--- config.mk ---
export PLATFORM = sky130hd
export DESIGN_NAME = start_ctrl
export DESIGN_NICKNAME = d
export VERILOG_FILES = /design/src/rtl/start_ctrl.sv
export SDC_FILE = /design/constraint.sdc
export NUM_CORES = 1
export LEC_CHECK = 0
export ABC_AREA = 1
export CORE_MARGIN = 2
export CORE_UTILIZATION = 58
export CTS_CLUSTER_DIAMETER = 60
export DETAILED_ROUTE_END_ITERATION = 8
export PLACE_DENSITY = 0.76
export SLEW_MARGIN = 20
export SYNTH_ARGS = -nofsm -noshare
export SYNTH_HDL_FRONTEND = slang
export SYNTH_SLANG_ARGS = --single-unit
--- constraint.sdc ---
create_clock -name clk -period 6.8 [get_ports clk]
set_input_delay 2.04 -clock clk [delete_from_list [all_inputs] [get_ports clk]]
set_output_delay 2.04 -clock clk [all_outputs]
set_load 0.02 [all_outputs]
--- src/rtl/start_ctrl.sv ---
// start_ctrl: synchronises lock/button, debounces the button, issues a
// one-cycle filter start pulse, waits for completion or timeout, drives LEDs.
// Ports:
//   clk, rst     - 100 MHz clock, async active-high reset
//   i_locked     - clock-wizard lock flag (async to clk)
//   i_btn_start  - raw start button (async, bouncy)
//   i_done       - filter completion strobe (sampled in RUN only)
//   o_start      - one-cycle start pulse
//   o_busy       - high in START or RUN
//   o_leds       - registered status LEDs
module start_ctrl #(
    parameter int DEBOUNCE_CYCLES  = 1_000_000,
    parameter int LOCK_WAIT_CYCLES = 1024,
    parameter int TIMEOUT_CYCLES   = 10_000_000
) (
    input  logic       clk,
    input  logic       rst,
    input  logic       i_locked,
    input  logic       i_btn_start,
    input  logic       i_done,
    output logic       o_start,
    output logic       o_busy,
    output logic [5:0] o_leds
);

    localparam int DW = $clog2(DEBOUNCE_CYCLES + 1);
    localparam int LW = $clog2(LOCK_WAIT_CYCLES + 1);
    localparam int TW = (TIMEOUT_CYCLES > 0) ? $clog2(TIMEOUT_CYCLES + 1) : 1;

    localparam logic [DW-1:0] DB_LAST  = DW'(DEBOUNCE_CYCLES - 1);
    localparam logic [LW-1:0] LOCK_MAX = LW'(LOCK_WAIT_CYCLES);
    localparam logic [TW-1:0] TMO_LAST = TW'(TIMEOUT_CYCLES - 1);

    typedef enum logic [2:0] {
        S_WAIT_LOCK,
        S_IDLE,
        S_START,
        S_RUN,
        S_DONE
    } state_t;

    state_t state_q, state_d;

    logic          btn_meta, btn_sync;
    logic          lock_meta, lock_sync;
    logic [DW-1:0] db_cnt;
    logic          db_level, db_level_q;
    logic [LW-1:0] lock_cnt;
    logic [TW-1:0] tmo_cnt;
    logic [1:0]    run_cnt;
    logic          err;
    logic          err_set;
    logic          press;
    logic          lock_ok;
    logic          tmo_hit;

    always_ff @(posedge clk or posedge rst) begin
        if (rst) begin
            btn_meta  <= 1'b0;
            btn_sync  <= 1'b0;
            lock_meta <= 1'b0;
            lock_sync <= 1'b0;
        end else begin
            btn_meta  <= i_btn_start;
            btn_sync  <= btn_meta;
            lock_meta <= i_locked;
            lock_sync <= lock_meta;
        end
    end

    // Counter reaching DEBOUNCE_CYCLES is folded into the toggle: the edge
    // that would store DEBOUNCE_CYCLES flips the level and clears instead.
    always_ff @(posedge clk or posedge rst) begin
        if (rst) begin
            db_cnt     <= '0;
            db_level   <= 1'b0;
            db_level_q <= 1'b0;
        end else begin
            db_level_q <= db_level;
            if (btn_sync == db_level) begin
                db_cnt <= '0;
            end else if (db_cnt == DB_LAST) begin
                db_cnt   <= '0;
                db_level <= ~db_level;
            end else begin
                db_cnt <= db_cnt + DW'(1);
            end
        end
    end

    assign press = db_level & ~db_level_q;

    always_ff @(posedge clk or posedge rst) begin
        if (rst) begin
            lock_cnt <= '0;
        end else if (!lock_sync) begin
            lock_cnt <= '0;
        end else if (lock_cnt != LOCK_MAX) begin
            lock_cnt <= lock_cnt + LW'(1);
        end
    end

    assign lock_ok = (lock_cnt == LOCK_MAX);
    assign tmo_hit = (TIMEOUT_CYCLES != 0) && (tmo_cnt == TMO_LAST);

    always_comb begin
        state_d = state_q;
        err_set = 1'b0;
        unique case (state_q)
            S_WAIT_LOCK: if (lock_ok) state_d = S_IDLE;
            S_IDLE:      if (press) state_d = S_START;
            S_START:     state_d = S_RUN;
            S_RUN: begin
                if (i_done) begin
                    state_d = S_DONE;
                end else if (tmo_hit) begin
                    state_d = S_DONE;
                    err_set = 1'b1;
                end
            end
            S_DONE:      if (press) state_d = S_START;
            default:     state_d = S_WAIT_LOCK;
        endcase
        // Losing lock overrides every other transition.
        if (!lock_ok) begin
            state_d = S_WAIT_LOCK;
            err_set = 1'b0;
        end
    end

    always_ff @(posedge clk or posedge rst) begin
        if (rst) begin
            state_q <= S_WAIT_LOCK;
            tmo_cnt <= '0;
            run_cnt <= 2'd0;
            err     <= 1'b0;
        end else begin
            state_q <= state_d;
            if (state_q == S_START) begin
                tmo_cnt <= '0;
                run_cnt <= run_cnt + 2'd1;
                err     <= 1'b0;
            end else begin
                if (state_q == S_RUN && TIMEOUT_CYCLES != 0)
                    tmo_cnt <= tmo_cnt + TW'(1);
                if (err_set)
                    err <= 1'b1;
            end
        end
    end

    assign o_start = (state_q == S_START);
    assign o_busy  = (state_q == S_START) || (state_q == S_RUN);

    always_ff @(posedge clk or posedge rst) begin
        if (rst) begin
            o_leds <= 6'd0;
        end else begin
            o_leds <= {run_cnt[0],
                       err,
                       (state_q == S_DONE) && !err,
                       o_busy,
                       state_q == S_IDLE,
                       lock_ok};
        end
    end

endmodule

* Word level (Yosys, flattened, before mapping) *
Cells that the tools add are included.

word-level totals
  word-level logic and storage cells = 59
  input port bits = 5
  output and inout bits = 8
  register bits = 73

cells by class
  multiplexer cells = 17
  reduce and logical (&&, ||, !) cells = 9
  add/subtract/negate cells = 4
  bitwise gates (word level) = 4
  equal/unequal tests = 12

operators with widths
  operator                                       number
  2-to-1 mux 24 bit                              2
  2-to-1 mux 20 bit                              2
  adder 24 x 1 -> 24 bit, second input constant  1
  == test 24 bit, second input constant          1
  2-to-1 mux 11 bit                              2
  adder 20 x 1 -> 20 bit, second input constant  1
  == test 20 bit, second input constant          1
  2-to-1 mux 3 bit                               4
  one-hot mux 3 bit (4 select lines)             1
  adder 11 x 1 -> 11 bit, second input constant  1
  == test 11 bit, second input constant          1
  != test 11 bit, second input constant          1
  == test 3 x 2 -> 1 bit, second input constant  2
  2-to-1 mux 1 bit                               6
  != test 4 bit, second input constant           1
  AND reduction 2 bit                            2
  nonzero test 2 bit                             2
  == test 3 x 1 -> 1 bit, second input constant  1
  == test 3 bit, second input constant           1
  logical NOT 3 bit                              1
  != test 3 bit, second input constant           1
  NOT 1 bit                                      3
  adder 2 x 1 -> 2 bit, second input constant    1
  != test 2 x 1 -> 1 bit, second input constant  1
  6 further kinds                                6

* Depth between registers and ports, before layout *
Gate-level depths: netlist (run 1).

  depth in word-level cells = 7
  mapped depth = 10
  depth with buffers taken out = 10

* Worst setup path before layout (run 1) *
No wires, ideal clock.

  path type = reg2out
  start point = register state_q[2]
  end point = output port o_start
  required time = 4.760 ns
  cell stages (with the launch flop) = 4
  path buffers = 0
  path slack = 3.961 ns
  arrival time = 0.799 ns
  cell sequence = dfrtp_1 inv_2 nand2_4 nor2_4

between the ends
  cells in the longest elaborated chain, start to end = 1

ends and longest elaborated chain
  item                    line  text
  start, declared         42    state_t state_q, state_d;
  start signal, assigned  138   state_q <= state_d;
  == test 3 x 2 -> 1 bit  152   assign o_start = (state_q == S_START);
  end, declared           21    output logic o_start,

Every way passes these cells.

* Worst setup path in the final report (run 1) *
Same ends and word-level chain as after synthesis.

==> qor.csv, run 1 <==
stage,metric,value,unit
status,status,completed,
global_routing,grt_pass1_vias,3065,
power_and_ir_drop,clkPwrFrac,0.400,
power_and_ir_drop,p_int,0.581,mW
routing,vias,3072,
worst_setup_path,crit_chain,"inv_2, nand2_4, nor2_4, clkdlybuf4s50_1",
worst_setup_path,crit_path_end_kind,primary output,
sta,fin_crit_sh,0.569,
sta,rsz0062_at_grt,false,
clock_tree,path_clk_slew,0.08,ns
sta,fmax,258,MHz
sta,fin_crit,3.87,ns
min_path,hold_path_class,flip-flop to flip-flop,
layout,drive_above_1_share,0.110,
logic_synthesis,syn_inst,467,
layout,nets,498,
sta,setup_viol,0,
power_and_ir_drop,p_per_area,186,mW/mm^2
job,cap_violations,0,
worst_setup_path,path_class,flip-flop to primary output,
routing,ant_nets,0,
logic_synthesis,synth_nets,476,
routing,drt-wirelength-per-cell,13.2,um
die,die_h,84.1,um
logic_synthesis,synth.top_cells.by_count,"nand2_1 (83), dfrtp_1 (72), nor2_1 (71), inv_1 (56), nand3_1 (34)",
layout,area_growth,10.3,%
routing,route.detailed.drc,0,
worst_setup_path,critPathArrivalTime,1.83,ns
placed_design,port_buffers,12,
logic_synthesis,ys_warn_count,0,
routing,drt_pass1_iterations,5,
sta,drv_slew,0,
power_and_ir_drop,seqPwrFrac,0.571,
clock_tree,h-tree-depth,3,
global_routing,grt_pass1_wl,13600,um
clock_tree,numCtsBuffers,9,
clock_tree,cts.sinks,72,
logic_synthesis,synth_top_area_share,0.484,
power_and_ir_drop,swShare,0.239,
clock_tree,cts-resized-gates,0,
power_and_ir_drop,p_switching,0.182,mW
power_and_ir_drop,combPwrFrac,0.030,
routing,via_per_inst,5.39,
worst_setup_path,crit_buf_inv,2,
sta,slew_headroom,0.419,
placed_design,dp_slack,3.30,ns
logic_synthesis,ys_seq_area_frac,0.484,
die,die_w,84.1,um
sta,skew,0.0155,ns
sta,tns,0,ns
power_and_ir_drop,ir_worst_vdd,0.000138,V
placed_design,gp_congestion,0.929,
worst_setup_path,path_max_fanout,9,
layout,fill_cells,539,
power_and_ir_drop,leakage,1.89,nW
die,start_util,0.593,
die,core-area,0.00628,mm^2
worst_setup_path,slowest_stage,clkdlybuf4s50_1,
layout,antenna-diode-count,0,
worst_setup_path,crit_required,4.76,ns
routing,drt_wl_total,7530,um
global_routing,groute.usage.overall,0.236,
global_routing,antenna_found_initial,0,
clock_tree,post-cts-setup-buffers,0,
global_routing,gr-total-overflow,0,
clock_tree,clock_latency,0.35,ns
sta,setup_ws,2.93,ns
logic_synthesis,yosysMostFrequentCell,nand2_1,
global_routing,grt_start_max_net_pins,73,
logic_synthesis,avgSynthCellArea,7.98,um^2
worst_setup_path,path_delay_family,buffers and inverters,
sta,hold_violations,0,
clock_tree,cts_root_buf,clkbuf_8,
logic_synthesis,syn_area,0.00372,mm^2
sta,worstMarginPinSlew,0.872,ns
logic_synthesis,ys_ff_latch,72,
routing,drt_iter0_markers,180,
layout,fin_cells,570,
logic_synthesis,async_reset_ff_frac,1.00,
clock_tree,cts_tree,done,
logic_synthesis,yosysTopAreaCell,dfrtp_1,
logic_synthesis,synth_ff_type,dfrtp_1,
worst_setup_path,cp-start-kind,flip-flop,
worst_setup_path,slowest_delay,0.65,ns
logic_synthesis,ys_types,35,
die,dieArea,0.00708,mm^2
placed_design,place_inst,555,
sta,whs,0.353,ns
layout,utilization,0.655,
logic_synthesis,synthTopCellsByArea,"dfrtp_1 (48%), nand2_1 (8.4%), nor2_1 (7.2%)",
die,rows,29,
die,top_level_ports,13,
clock_tree,cts.hold.buffers_added,0,
clock_tree,clockBufferDepth,2,
placed_design,place_hpwl,5420,um
logic_synthesis,synth-edff-count,0,
==> final cells by class <==
cell class	instances	area, um^2	area share
Sequential cell	72	1800	0.438
Inverter	67	254	0.0618
Clock buffer	11	141	0.0344
Multi-Input combinational cell	326	1660	0.403
Clock inverter	4	30.0	0.00731
Timing Repair Buffer	13	128	0.0311
Tap cell	77	96.3	0.0234
==> final timing paths <==
kind | cells past startpoint | startpoint | slack [ns] | to
hold reg to reg | 0 | btn_meta | 0.35 | btn_sync
max in group asynchronous | 3 | rst | 3.96 | db_cnt[7]
setup / recovery | 4 | state_q[2] | 2.93 | o_start
hold / removal | 0 | btn_meta | 0.35 | btn_sync
setup reg to reg | 10 | db_cnt[0] | 5.13 | db_cnt[17]
min in group asynchronous | 3 | rst | 2.27 | db_cnt[14]
==> worst reg2reg max path, stage by stage, from the launching register on <==
cell	delay, ns
dfrtp_1	0.40
ha_1	0.22
nand3_2	0.11
nor2_2	0.13
nand2_1	0.12
inv_2	0.11
nand3_2	0.09
nand2_2	0.21
inv_2	0.06
nand2_1	0.06
nor2_1	0.04
==> registers in the layout, indices dropped and copies added (netlist names) <==
signal,cells
o_leds,6
err,1
lock_sync,1
lock_meta,1
btn_meta,1
lock_cnt,11
tmo_cnt,24
db_level,1
run_cnt,1
db_level_q,1
btn_sync,1
state_q,3
db_cnt,20
==> logic make-up (layout without fill, tap and decap cells) <==
logic type	after synthesis	after routing	synth area share
compound gates	52	52	0.0726
xor+xnor	9	9	0.0212
fa+ha+maj	4	4	0.0134
buf+inv	69	95	0.0712
flops	72	72	0.484
simple gates	261	261	0.338
==> layer usage <==
| metal | vias to the layer above | part of all wire | global-route usage |
|---|---|---|---|
| li1 | 1556 | - | - |
| met1 | 1430 | 0.46 | 0.314 |
| met2 | 64 | 0.48 | 0.374 |
| met3 | 22 | 0.035 | 0.0590 |
| met4 | 0 | 0.024 | 0.0938 |
| met5 | - | 0 | 0 |
==> per-stage QoR <==
stage | area, um^2 | power (mW)
detailed placement | 3940 | 0.468
global route | 4110 | 0.794
floorplan | 3720 | 0.460
CTS | 4110 | 0.769
global placement | 3940 | 0.467
finish | 4110 | 0.763
==> placed cells by master, fill, tap and decap left out, types with 3 or more instances in the layout <==
cell type / count
nor2_4: 5
nand2_2: 5
nand3_1: 34
nand4_1: 12
o21ai_0: 16
nor2_1: 71
xnor2_1: 3
o21ai_1: 5
dfrtp_1: 72
nand3_2: 5
a21oi_1: 26
nor3_1: 24
inv_1: 55
inv_2: 9
clkdlybuf4s50_1: 12
nand2_1: 83
xor2_1: 6
and3_1: 3
ha_1: 4
clkbuf_8: 10
nor2_2: 8
==> power by group through the flow <==
stage	Combinational [mW]	Clock [mW]	Sequential (mW)
global route	0.0272	0.330	0.437
global placement	0.0231	0	0.444
finish	0.0225	0.305	0.436
detailed placement	0.0236	0	0.444
floorplan	0.0168	0	0.443
CTS	0.0236	0.310	0.436
(Power assumes the default switching activity.)
==> run 2, diff against run 1 <==
- CORE_UTILIZATION: 58 -> 55
- clock period: 6.8 -> 3.5 ns (I/O delays scaled with it)
==> run 2 against run 1 <==
Global-route usage shrank 0.96 points; via count increased by 2.3%; critical path depth unchanged; register-to-register slack lost 3.3 ns; non-clock buffer count is the same; sequential share of layout area shrank 0.37 points; combinational power grew 110%.
==> qor.csv, run 2 (synthesized netlist as in run 1, its figures left out) <==
stage,metric,value,unit
power_and_ir_drop,p_per_area,374,mW/mm^2
global_routing,grt_pass1_wl,13300,um
worst_setup_path,critPathArrivalTime,1.87,ns
global_routing,gr-total-overflow,0,
power_and_ir_drop,power,1.55,mW
global_routing,grt_pass1_vias,2964,
sta,setup_viol,0,
routing,route.detailed.drc,0,
die,die_h,86.3,um
die,dieArea,0.00745,mm^2
power_and_ir_drop,combPwrFrac,0.030,
power_and_ir_drop,ir_worst_vdd,0.000279,V
die,core-area,0.00646,mm^2
routing,via_per_inst,5.52,
layout,antenna-diode-count,0,
worst_setup_path,path_max_fanout,9,
sta,fin_crit,2.92,ns
min_path,hold_path_class,flip-flop to flip-flop,
routing,drt_pass1_iterations,5,
die,die_w,86.3,um
sta,setup_ws,0.580,ns
power_and_ir_drop,p_switching,0.335,mW
clock_tree,path_clk_slew,0.08,ns
clock_tree,cts.hold.buffers_added,0,
sta,drv_slew,0,
layout,fin_area,0.00414,mm^2
sta,fmax,342,MHz
job,cap_violations,0,
die,rows,29,
sta,whs,0.355,ns
routing,ant_nets,0,
layout,seqCellArea,0.00180,mm^2
sta,slew_headroom,0.619,
layout,utilization,0.642,
layout,final_common_cell,nand2_1,
layout,area_growth,11.3,%
worst_setup_path,crit_path_end_kind,primary output,
layout,largest_reg_flops,24,
clock_tree,clock_latency,0.35,ns
sta,fin_crit_sh,0.834,
placed_design,place_inst,555,
clock_tree,post-cts-setup-buffers,0,
clock_tree,clockBufferDepth,2,
global_routing,antenna_found_initial,0,
placed_design,postPlaceCellArea,0.00395,mm^2
die,top_level_ports,13,
worst_setup_path,path_class,flip-flop to primary output,
power_and_ir_drop,leakage,1.91,nW
sta,rsz0062_at_grt,false,
clock_tree,cts.sinks,72,
placed_design,dp_slack,0.969,ns
clock_tree,cts-resized-gates,0,
sta,tns,0,ns
sta,hold_violations,0,
routing,drt_iter0_markers,242,
worst_setup_path,cp-start-kind,flip-flop,
sta,skew,0.00999,ns
placed_design,port_buffers,12,
power_and_ir_drop,swShare,0.217,
sta,worstMarginPinSlew,0.571,ns
placed_design,gp_congestion,0.956,
power_and_ir_drop,clkPwrFrac,0.423,
layout,top_regs,"tmo_cnt (24), db_cnt (20), lock_cnt (11)",
routing,vias,3142,
layout,fin_cells,569,
layout,nets,498,
layout,fill_cells,520,
worst_setup_path,crit_required,2.45,ns
layout,multiInputGateArea,0.00166,mm^2
clock_tree,cts_tree,done,
die,start_util,0.577,
min_path,hold_path_depth,0,
clock_tree,h-tree-depth,3,
worst_setup_path,worstRegToRegCells,10,
power_and_ir_drop,p_int,1.21,mW
layout,largest-register,tmo_cnt,
placed_design,place_hpwl,5340,um
clock_tree,numCtsBuffers,9,
clock_tree,cts_root_buf,clkbuf_8,
status,status,completed,
layout,final_cell_mix,"nand2_1 (83), dfrtp_1 (72), nor2_1 (71)",
routing,drt-wirelength-per-cell,13.3,um
global_routing,groute.usage.overall,0.227,
layout,drive_above_1_share,0.110,
routing,drt_wl_total,7570,um
global_routing,grt_start_max_net_pins,47,
power_and_ir_drop,seqPwrFrac,0.547,
## run 2: layout make-up
type | instances | area share
multi-input cells | 326 | 0.400
clock buffers | 11 | 0.0365
well taps | 77 | 0.0232
flip-flops and latches | 72 | 0.435
inverters | 67 | 0.0613
repair buffers | 13 | 0.0338
clock inverters | 3 | 0.0103
## run 2: path summary, 6_finish.rpt
| path | startpoint | end | slack, ns |
|---|---|---|---|
| max | state_q[2] | o_start | 0.58 |
| min | btn_meta | btn_sync | 0.36 |
| max reg2reg | db_cnt[0] | db_cnt[17] | 1.83 |
| min reg2reg | btn_meta | btn_sync | 0.36 |
| max in group asynchronous | rst | db_cnt[9] | 1.79 |
| min in group asynchronous | rst | o_leds[3] | 1.07 |
## run 2: power by group through the flow
stage               registers, mW  clock network [mW]  logic (mW)
finish                      0.847               0.656      0.0463
global placement            0.863                   0      0.0466
floorplan                   0.860                   0      0.0327
detailed placement          0.863                   0      0.0476
CTS                         0.847               0.668      0.0480
global route                0.848               0.712      0.0549
## run 2: routing by layer
| layer | global-route usage | vias up | part of all wire |
|---|---|---|---|
| met5 | 0 | - | 0 |
| met4 | 0.0952 | 0 | 0.023 |
| met3 | 0.0543 | 15 | 0.050 |
| met2 | 0.345 | 102 | 0.46 |
| met1 | 0.314 | 1473 | 0.47 |
| li1 | - | 1552 | - |
## run 2: critical path, cell delays in order (launching register included)
cell	delay [ns]
dfrtp_1	0.44
inv_2	0.09
nand2_4	0.10
nor2_4	0.24
clkdlybuf4s50_1	0.65
